==> src/rtl/serial_addsub_if.sv <==
// serial_addsub_if: request/result bundle for serial_addsub.
// master issues start/modo/operands, slave returns status and result.
interface serial_addsub_if #(
  parameter int WIDTH = 8
);
  logic             enb;
  logic             start;
  logic [1:0]       modo;
  logic [WIDTH-1:0] A;
  logic [WIDTH-1:0] B;
  logic             busy;
  logic             done;
  logic [WIDTH-1:0] Q;
  logic             RCO;
  logic             OVF;

  modport master (
    output enb, start, modo, A, B,
    input  busy, done, Q, RCO, OVF
  );

  modport slave (
    input  enb, start, modo, A, B,
    output busy, done, Q, RCO, OVF
  );
endinterface

==> src/rtl/serial_addsub.sv <==
// serial_addsub: SLICE-bit-per-cycle add/sub, LSB first,
// start/busy/done handshake, carry/borrow and signed overflow.
module serial_addsub #(
  parameter int WIDTH = 8,
  parameter int SLICE = 2
) (
  input logic           clk,
  input logic           rst_n,
  serial_addsub_if.slave bus
);
  localparam int K  = WIDTH / SLICE;
  localparam int CW = (K > 1) ? $clog2(K) : 1;

  if (WIDTH < 2 || SLICE < 1 || (WIDTH % SLICE) != 0) begin : g_bad_cfg
    $fatal(1, "serial_addsub: SLICE must divide WIDTH");
  end

  typedef enum logic [1:0] {
    IDLE = 2'd0,
    RUN  = 2'd1,
    DONE = 2'd2
  } state_e;

  state_e           state_q, state_d;
  logic [WIDTH-1:0] a_q, a_d;
  logic [WIDTH-1:0] b_q, b_d;
  logic [WIDTH-1:0] acc_q, acc_d;
  logic [WIDTH-1:0] q_q, q_d;
  logic [CW-1:0]    cnt_q, cnt_d;
  logic             sub_q, sub_d;
  logic             amsb_q, amsb_d;
  logic             bmsb_q, bmsb_d;
  logic             cy_q, cy_d;
  logic             rco_q, rco_d;
  logic             ovf_q, ovf_d;

  logic [SLICE-1:0] a_s;
  logic [SLICE-1:0] b_s;
  logic [SLICE-1:0] s_s;
  logic [SLICE:0]   ext;
  logic [WIDTH-1:0] res;
  logic             cin;
  logic             cout;
  logic             nxt_cy;
  logic             last;

  // Slice adder: subtract is A + ~B + 1, borrow kept as inverted carry.
  always_comb begin
    a_s    = a_q[SLICE-1:0];
    b_s    = sub_q ? ~b_q[SLICE-1:0] : b_q[SLICE-1:0];
    cin    = sub_q ? ~cy_q : cy_q;
    ext    = {1'b0, a_s} + {1'b0, b_s}
           + {{SLICE{1'b0}}, cin};
    s_s    = ext[SLICE-1:0];
    cout   = ext[SLICE];
    nxt_cy = sub_q ? ~cout : cout;
    res    = (acc_q >> SLICE)
           | (WIDTH'(s_s) << (WIDTH - SLICE));
    last   = (cnt_q == CW'(K - 1));
  end

  // Next-state and datapath control; enb=0 holds everything.
  always_comb begin
    state_d = state_q;
    a_d     = a_q;
    b_d     = b_q;
    acc_d   = acc_q;
    q_d     = q_q;
    cnt_d   = cnt_q;
    sub_d   = sub_q;
    amsb_d  = amsb_q;
    bmsb_d  = bmsb_q;
    cy_d    = cy_q;
    rco_d   = rco_q;
    ovf_d   = ovf_q;
    if (bus.enb) begin
      unique case (state_q)
        IDLE, DONE: begin
          state_d = IDLE;
          if (bus.start) begin
            unique case (bus.modo)
              2'b01, 2'b10: begin
                a_d     = bus.A;
                b_d     = bus.B;
                amsb_d  = bus.A[WIDTH-1];
                bmsb_d  = bus.B[WIDTH-1];
                sub_d   = bus.modo[1];
                cnt_d   = '0;
                cy_d    = 1'b0;
                acc_d   = '0;
                state_d = RUN;
              end
              2'b11: begin
                q_d     = '0;
                rco_d   = 1'b0;
                ovf_d   = 1'b0;
                state_d = DONE;
              end
              default: ;
            endcase
          end
        end
        RUN: begin
          a_d   = a_q >> SLICE;
          b_d   = b_q >> SLICE;
          acc_d = res;
          cy_d  = nxt_cy;
          cnt_d = cnt_q + CW'(1);
          if (last) begin
            q_d   = res;
            rco_d = nxt_cy;
            if (sub_q)
              ovf_d = (amsb_q != bmsb_q)
                    & (s_s[SLICE-1] != amsb_q);
            else
              ovf_d = (amsb_q == bmsb_q)
                    & (s_s[SLICE-1] != amsb_q);
            state_d = DONE;
          end
        end
        default: state_d = IDLE;
      endcase
    end
  end

  // State and datapath registers.
  always_ff @(posedge clk or negedge rst_n) begin
    if (!rst_n) begin
      state_q <= IDLE;
      a_q     <= '0;
      b_q     <= '0;
      acc_q   <= '0;
      q_q     <= '0;
      cnt_q   <= '0;
      sub_q   <= 1'b0;
      amsb_q  <= 1'b0;
      bmsb_q  <= 1'b0;
      cy_q    <= 1'b0;
      rco_q   <= 1'b0;
      ovf_q   <= 1'b0;
    end else begin
      state_q <= state_d;
      a_q     <= a_d;
      b_q     <= b_d;
      acc_q   <= acc_d;
      q_q     <= q_d;
      cnt_q   <= cnt_d;
      sub_q   <= sub_d;
      amsb_q  <= amsb_d;
      bmsb_q  <= bmsb_d;
      cy_q    <= cy_d;
      rco_q   <= rco_d;
      ovf_q   <= ovf_d;
    end
  end

  assign bus.busy = (state_q == RUN);
  assign bus.done = (state_q == DONE);
  assign bus.Q    = q_q;
  assign bus.RCO  = rco_q;
  assign bus.OVF  = ovf_q;

endmodule

==> src/flat_wrapper.sv <==
// flat-port wrapper written by rule: the top's interface ports become plain ports
module serial_addsub_flat 
#(
  parameter int WIDTH = 8,
  parameter int SLICE = 2
)
  (clk, rst_n, bus_enb, bus_start, bus_modo, bus_A, bus_B, bus_busy, bus_done, bus_Q, bus_RCO, bus_OVF);
  serial_addsub_if #(.WIDTH(WIDTH)) bus_i ();
  input logic clk;
  input logic rst_n;
  input wire logic [$bits(bus_i.enb)-1:0] bus_enb;
  input wire logic [$bits(bus_i.start)-1:0] bus_start;
  input wire logic [$bits(bus_i.modo)-1:0] bus_modo;
  input wire logic [$bits(bus_i.A)-1:0] bus_A;
  input wire logic [$bits(bus_i.B)-1:0] bus_B;
  output wire logic [$bits(bus_i.busy)-1:0] bus_busy;
  output wire logic [$bits(bus_i.done)-1:0] bus_done;
  output wire logic [$bits(bus_i.Q)-1:0] bus_Q;
  output wire logic [$bits(bus_i.RCO)-1:0] bus_RCO;
  output wire logic [$bits(bus_i.OVF)-1:0] bus_OVF;
  assign bus_i.enb = bus_enb;
  assign bus_i.start = bus_start;
  assign bus_i.modo = bus_modo;
  assign bus_i.A = bus_A;
  assign bus_i.B = bus_B;
  assign bus_busy = bus_i.busy;
  assign bus_done = bus_i.done;
  assign bus_Q = bus_i.Q;
  assign bus_RCO = bus_i.RCO;
  assign bus_OVF = bus_i.OVF;
  serial_addsub #(.WIDTH(WIDTH), .SLICE(SLICE)) u_core (.clk(clk), .rst_n(rst_n), .bus(bus_i));
endmodule
==> config.mk <==
export PLATFORM = sky130hd
export DESIGN_NAME = serial_addsub_flat
export DESIGN_NICKNAME = d
export VERILOG_FILES = /design/src/rtl/serial_addsub_if.sv /design/src/rtl/serial_addsub.sv /design/src/flat_wrapper.sv
export SDC_FILE = /design/constraint.sdc
export NUM_CORES = 1
export LEC_CHECK = 0
export ABC_AREA = 1
export ABC_CLOCK_PERIOD_IN_PS = 2800
export BUFFER_PORTS_ARGS = -buffer_cell sky130_fd_sc_hd__buf_2
export CORE_MARGIN = 2
export CORE_UTILIZATION = 30
export DETAILED_ROUTE_END_ITERATION = 7
export HOLD_SLACK_MARGIN = 0.06
export PLACE_DENSITY = 0.59
export REMOVE_ABC_BUFFERS = 1
export SLEW_MARGIN = 20
export SYNTH_ARGS = -nofsm -noshare
export SYNTH_HDL_FRONTEND = slang
export SYNTH_SLANG_ARGS = --single-unit
==> constraint.sdc <==
create_clock -name clk -period 2.8 [get_ports clk]
set_input_delay 0.14 -clock clk [delete_from_list [all_inputs] [get_ports clk]]
set_output_delay 0.14 -clock clk [all_outputs]
set_load 0.01 [all_outputs]
==> results.yml, run 1 <==
status:
  status: "finished, final reports clean"
layout:
  layout_commonest_cell: "nand2_1"
  final_cell_mix: "nand2_1, dfrtp_1, nand3_1"
  area_delta_synth_final_pct: 15.9
  utilization_pct: 35.8
  nFillCells: 715
  drive_gt1_share_pct: 16.1
  diodes: 0
  fin_nets: 304
  final_cells: 356
detailed_routing:
  dr.first_iter.drc_count: 113
  wirelength_um: 4240
  wl_per_cell_um: 11.9
  vias_per_cell: 4.48
  vias: 1595
  drt_first_pass_iters: 4
  antenna_left: 0
  drt_drc_violations_left: 0
critical_path:
  arrival_ns: 2.31
  required_ns: 3.04
  crit_fanout: 8
  r2r_cells: 9
  worstSetupPathType: "register to register"
  cp-start-kind: "register"
  crit_path_end_kind: "register"
  reg2reg_slack_ns: 0.73
timing:
  rsz0062_at_grt: "false"
  final_max_slew_viol_count: 0
  min_period_ns: 2.07
  max_clock_freq_mhz: 483
  fin_crit_sh_pct: 74.0
  skew_ns: 0.00392
  hold_viol_final: 0
  finalSetupViolCount: 0
  setup_tns_ns: 0
  maxSlewHeadroom_pct: 39.7
  worstMarginPinSlew_ns: 0.905
floorplan:
  rows: 29
  ios: 34
  die_y_um: 84.6
  initial_utilization_pct: 30.9
  fp.coreArea_um2: 6310
  dieArea_um2: 7160
  fp.dieW_um: 84.6
clock_network:
  cts_tree: "built"
  cts.path.max_buffers: 2
  clk_latency_ns: 0.29
  cts_buffers: 5
  cts_sinks: 40
  root_buffer: "clkbuf_8"
  post-cts-setup-buffers: 0
  h-tree-depth: 2
  clk_pin_slew_ns: 0.07
grt:
  grt_overflow: 0
  antenna_found_initial: 0
  track_usage_pct: 12.8
  grt_max_degree: 41
  first_global_vias: 1540
  grt_pass1_wl_um: 7290
synth:
  synth_top_area_share_pct: 51.3
  netlist_top_cells_area: "dfrtp_1, nand2_1, nand3_1"
  ys_warn_count: 0
  synth_top_area_cell: "dfrtp_1"
  yosysUniqueCellTypes: 21
  synthCells: 246
  seq_area_frac_synth_pct: 51.3
  synthesis.area_um2: 1950
  synth-seq-cells: 40
  syn_avg_cell_area_um2: 7.92
worst_hold_path:
  hold_depth: 3
  hp-class: "input pin to register"
power:
  p_leak_nw: 1.32
  peakVddDrop_v: 0.000285
  cellPowerDensity_nw_per_um2: 782
placed_design:
  gp_congestion: 0.724
  io_buffer_count: 33
  place_hpwl_um: 2860
  dp_cells: 346
run:
  drv_cap: 0
[path summary, 6_finish.rpt]
| check | startpoint | to |
|---|---|---|
| max in group asynchronous | rst_n | u_core.b_q[1]$_DFFE_PN0P_ |
| min in group asynchronous | rst_n | u_core.bus.Q[4]$_DFFE_PN0P_ |
| hold reg to reg | u_core.bus.Q[1]$_DFFE_PN0P_ | u_core.bus.Q[1]$_DFFE_PN0P_ |
| hold / removal | bus_B[7] | u_core.b_q[7]$_DFFE_PN0P_ |
| setup reg to reg | u_core.sub_q$_DFFE_PN0P_ | u_core.bus.OVF$_DFFE_PN0P_ |
| setup / recovery | u_core.sub_q$_DFFE_PN0P_ | u_core.bus.OVF$_DFFE_PN0P_ |
[kinds of logic after synthesis]
kind of cell	Yosys count	share of synthesized area [%]
AND/OR/NAND/NOR	171	36.8
flip-flops	40	51.3
buffers and inverters	22	5.65
AO/OA/AOI/OAI	6	1.54
adder cells (fa/ha/maj)	4	3.34
XOR/XNOR	3	1.35
[cell usage after synthesis]
cell type	count
xor2_1	3
o21ai_0	4
nand4_1	2
nand2_2	1
nor3_1	1
clkinv_1	1
inv_1	9
nor2_1	7
nand2_1	122
inv_2	1
nand2_4	2
fa_1	2
nor2_4	1
ha_1	2
o21ai_1	1
buf_6	1
nand3_1	35
buf_4	3
buf_2	7
a21oi_1	1
dfrtp_1	40
[where the power goes]
| part | total, W | switching, W | internal, W |
|---|---|---|---|
| clock network | 0.000401 | 0.000200 | 0.000201 |
| registers | 0.000841 | 0.000110 | 0.000731 |
| logic | 0.000524 | 0.000309 | 0.000214 |
| total | 0.00177 | 0.000620 | 0.00115 |
[cell type report]
| cell class | count | area, µm² | share of cell area (%) |
|---|---|---|---|
| multi-input combinational | 184 | 838 | 37.1 |
| inverter | 11 | 41.3 | 1.83 |
| timing repair buffer | 36 | 193 | 8.53 |
| tap | 77 | 96.3 | 4.26 |
| sequential | 40 | 1000 | 44.3 |
| clock buffer | 8 | 90.1 | 3.99 |
[sequential cells by signal (all words and copies together), names as in the netlist]
name and count:
u_core.a_q 8, u_core.acc_q 6, u_core.amsb_q 1, u_core.b_q 8
u_core.bmsb_q 1, u_core.bus.OVF 1, u_core.bus.Q 8, u_core.bus.RCO 1
u_core.cnt_q 2, u_core.cy_q 1, u_core.state_q 2, u_core.sub_q 1
[what timing repair did]
action,in CTS,in global routing
endpoints found under the setup margin,0,0
resized for setup,0,0
hold endpoints to repair,41,0
hold buffers,2,0
[metal layers]
layer  GRT usage [%]  routed length [µm]  vias up
met5               0                   0        -
met4            4.76                  68        0
met3            2.95                 187        7
met2            20.9                2080       30
met1            16.6                1900      726
li1                -                   -      832
[per-stage QoR]
stage / hold slack (ns) / setup slack [ns] / total power [W] / cell area (µm²)
floorplan: -0.156 / 0.842 / 0.00123 / 1880
global placement: 0.323 / 0.783 / 0.00137 / 2150
detailed placement: 0.333 / 0.724 / 0.00139 / 2150
CTS: 0.0777 / 0.705 / 0.00180 / 2260
global route: 0.0811 / 0.553 / 0.00193 / 2260
finish: 0.0757 / 0.729 / 0.00177 / 2260
[worst max-delay path: stages (launching register included)]
cell     delay [ns]
dfrtp_1        0.48
xor2_1         0.21
fa_1           0.42
fa_1           0.53
inv_1          0.06
nor2_1         0.08
nand3_1        0.07
nand2_1        0.07
nand2_1        0.05
nand2_1        0.06
Power figures use the tool's default switching activity.
==> run 2, diff against run 1 <==
--- a/config.mk
+++ b/config.mk
@@ -6,13 +6,13 @@
 export NUM_CORES = 1
 export LEC_CHECK = 0
 export ABC_AREA = 1
-export ABC_CLOCK_PERIOD_IN_PS = 2800
+export ABC_CLOCK_PERIOD_IN_PS = 1900
 export BUFFER_PORTS_ARGS = -buffer_cell sky130_fd_sc_hd__buf_2
 export CORE_MARGIN = 2
 export CORE_UTILIZATION = 30
 export DETAILED_ROUTE_END_ITERATION = 7
 export HOLD_SLACK_MARGIN = 0.06
-export PLACE_DENSITY = 0.59
+export PLACE_DENSITY = 0.61
 export REMOVE_ABC_BUFFERS = 1
 export SLEW_MARGIN = 20
 export SYNTH_ARGS = -nofsm -noshare
==> constraint.sdc (replaced) <==
create_clock -name clk -period 1.9 [get_ports clk]
set_input_delay 0.095 -clock clk [delete_from_list [all_inputs] [get_ports clk]]
set_output_delay 0.095 -clock clk [all_outputs]
set_load 0.01 [all_outputs]
==> results.yml, run 2 (same netlist as run 1, synthesis figures left out) <==
status:
  status: "finished with violations"
  violations: "setup timing"
layout:
  final_cell_mix: "nand2_1, dfrtp_1, nand3_1"
  layout_commonest_cell: "nand2_1"
  drive_gt1_share_pct: 19.4
  nFillCells: 687
  area_delta_synth_final_pct: 22.1
  utilization_pct: 37.7
  diodes: 0
  fin_nets: 313
grt:
  grt_max_degree: 28
  track_usage_pct: 13.4
  antenna_found_initial: 0
  grt_pass1_wl_um: 7730
  first_global_vias: 1619
  grt_overflow: 0
timing:
  rsz0062_at_grt: "true"
  finalWorstSetupSlack_ns: -0.0241
  skew_ns: 0.00564
  whs_ns: 0.0910
  fin_crit_sh_pct: 101
  maxSlewHeadroom_pct: 59.1
  max_clock_freq_mhz: 520
  worstMarginPinSlew_ns: 0.613
  hold_viol_final: 0
  min_period_ns: 1.92
  finalSetupViolCount: 1
  final_max_slew_viol_count: 0
clock_network:
  root_buffer: "clkbuf_8"
  clk_latency_ns: 0.29
  h-tree-depth: 2
  cts_tree: "built"
  cts.path.max_buffers: 2
  cts_buffers: 5
  clk_pin_slew_ns: 0.08
  cts_sinks: 40
detailed_routing:
  wirelength_um: 4300
  wl_per_cell_um: 11.8
  drt_first_pass_iters: 5
  drt_drc_violations_left: 0
  vias_per_cell: 4.56
  dr.first_iter.drc_count: 68
  vias: 1664
  antenna_left: 0
floorplan:
  fp.dieW_um: 84.6
  rows: 29
  fp.coreArea_um2: 6310
  die_y_um: 84.6
  initial_utilization_pct: 30.9
  ios: 34
  dieArea_um2: 7160
critical_path:
  worstSetupPathType: "register to register"
  crit_fanout: 3
  reg2reg_slack_ns: -0.02
  required_ns: 2.14
  arrival_ns: 2.16
  crit_path_end_kind: "register"
  cp-start-kind: "register"
placed_design:
  place_hpwl_um: 3010
  gp_congestion: 0.748
  io_buffer_count: 33
  dp_slack_ns: -0.0775
worst_hold_path:
  hp-class: "input pin to register"
run:
  drv_cap: 0
power:
  peakVddDrop_v: 0.000533
  p_leak_nw: 1.38
  cellPowerDensity_nw_per_um2: 1190
  fin_total_pwr_w: 0.00284
-- run 2: cell types whose count changed in the layout (fill, tap and decap cells not counted), sizes merged --
| cell | delta |
|---|---|
| bufinv | +1 |
| buf | +6 |
| dlygate4sd3 | +3 |
| clkbuf | -1 |
-- run 2: worst paths after layout --
path,cells after the start,startpoint,endpoint
setup / recovery,9,u_core.sub_q$_DFFE_PN0P_,u_core.bus.OVF$_DFFE_PN0P_
hold reg to reg,2,u_core.bus.Q[1]$_DFFE_PN0P_,u_core.bus.Q[1]$_DFFE_PN0P_
setup reg to reg,9,u_core.sub_q$_DFFE_PN0P_,u_core.bus.OVF$_DFFE_PN0P_
hold / removal,5,bus_A[3],u_core.a_q[3]$_DFFE_PN0P_
min in group asynchronous,2,rst_n,u_core.bus.Q[3]$_DFFE_PN0P_
max in group asynchronous,3,rst_n,u_core.sub_q$_DFFE_PN0P_
-- run 2: per-stage QoR --
stage	cells	area, µm²	setup TNS (ns)
after global routing	365	2380	-0.161
after floorplan	235	1880	-0.0582
after global placement	352	2190	-0.0344
after CTS	365	2370	-0.0451
final	365	2380	-0.0241
after detailed placement	352	2190	-0.0775
-- run 2: what timing repair did --
item,in CTS,in global routing
gates cloned,0,0
endpoints found under the hold margin,31,0
endpoints found under the setup margin,1,2
gates resized for setup,1,2
setup buffers,0,0
hold buffers,5,0
-- run 2: critical path, stage by stage, from the launching register on --
cell,delay (ns)
dfrtp_1,0.42
xor2_1,0.19
fa_2,0.36
fa_1,0.53
inv_1,0.06
nor2_1,0.08
nand3_1,0.07
nand2_1,0.06
nand2_1,0.05
nand2_1,0.05
-- run 2: area by class of cell --
cell class | instances | area (µm²) | share of cell area [%]
clock buffers | 7 | 96.3 | 4.05
well taps | 77 | 96.3 | 4.05
multi-input cells | 184 | 848 | 35.6
inverters | 11 | 41.3 | 1.73
clock inverters | 1 | 30.0 | 1.26
flip-flops and latches | 40 | 1000 | 42.0
repair buffers | 45 | 268 | 11.2
-- run 2: power breakdown --
part	total [W]	internal, W	switching [W]
Clock	0.000762	0.000464	0.000298
Combinational	0.000849	0.000354	0.000494
Sequential	0.00123	0.00108	0.000157
-- run 2: metal layers --
| layer | vias to the layer above | global-route usage [%] | share of wire (%) |
|---|---|---|---|
| li1 | 850 | - | - |
| met1 | 773 | 18.1 | 48 |
| met2 | 34 | 21.3 | 46 |
| met3 | 7 | 2.65 | 4.0 |
| met4 | 0 | 4.76 | 1.6 |
| met5 | - | 0 | 0 |
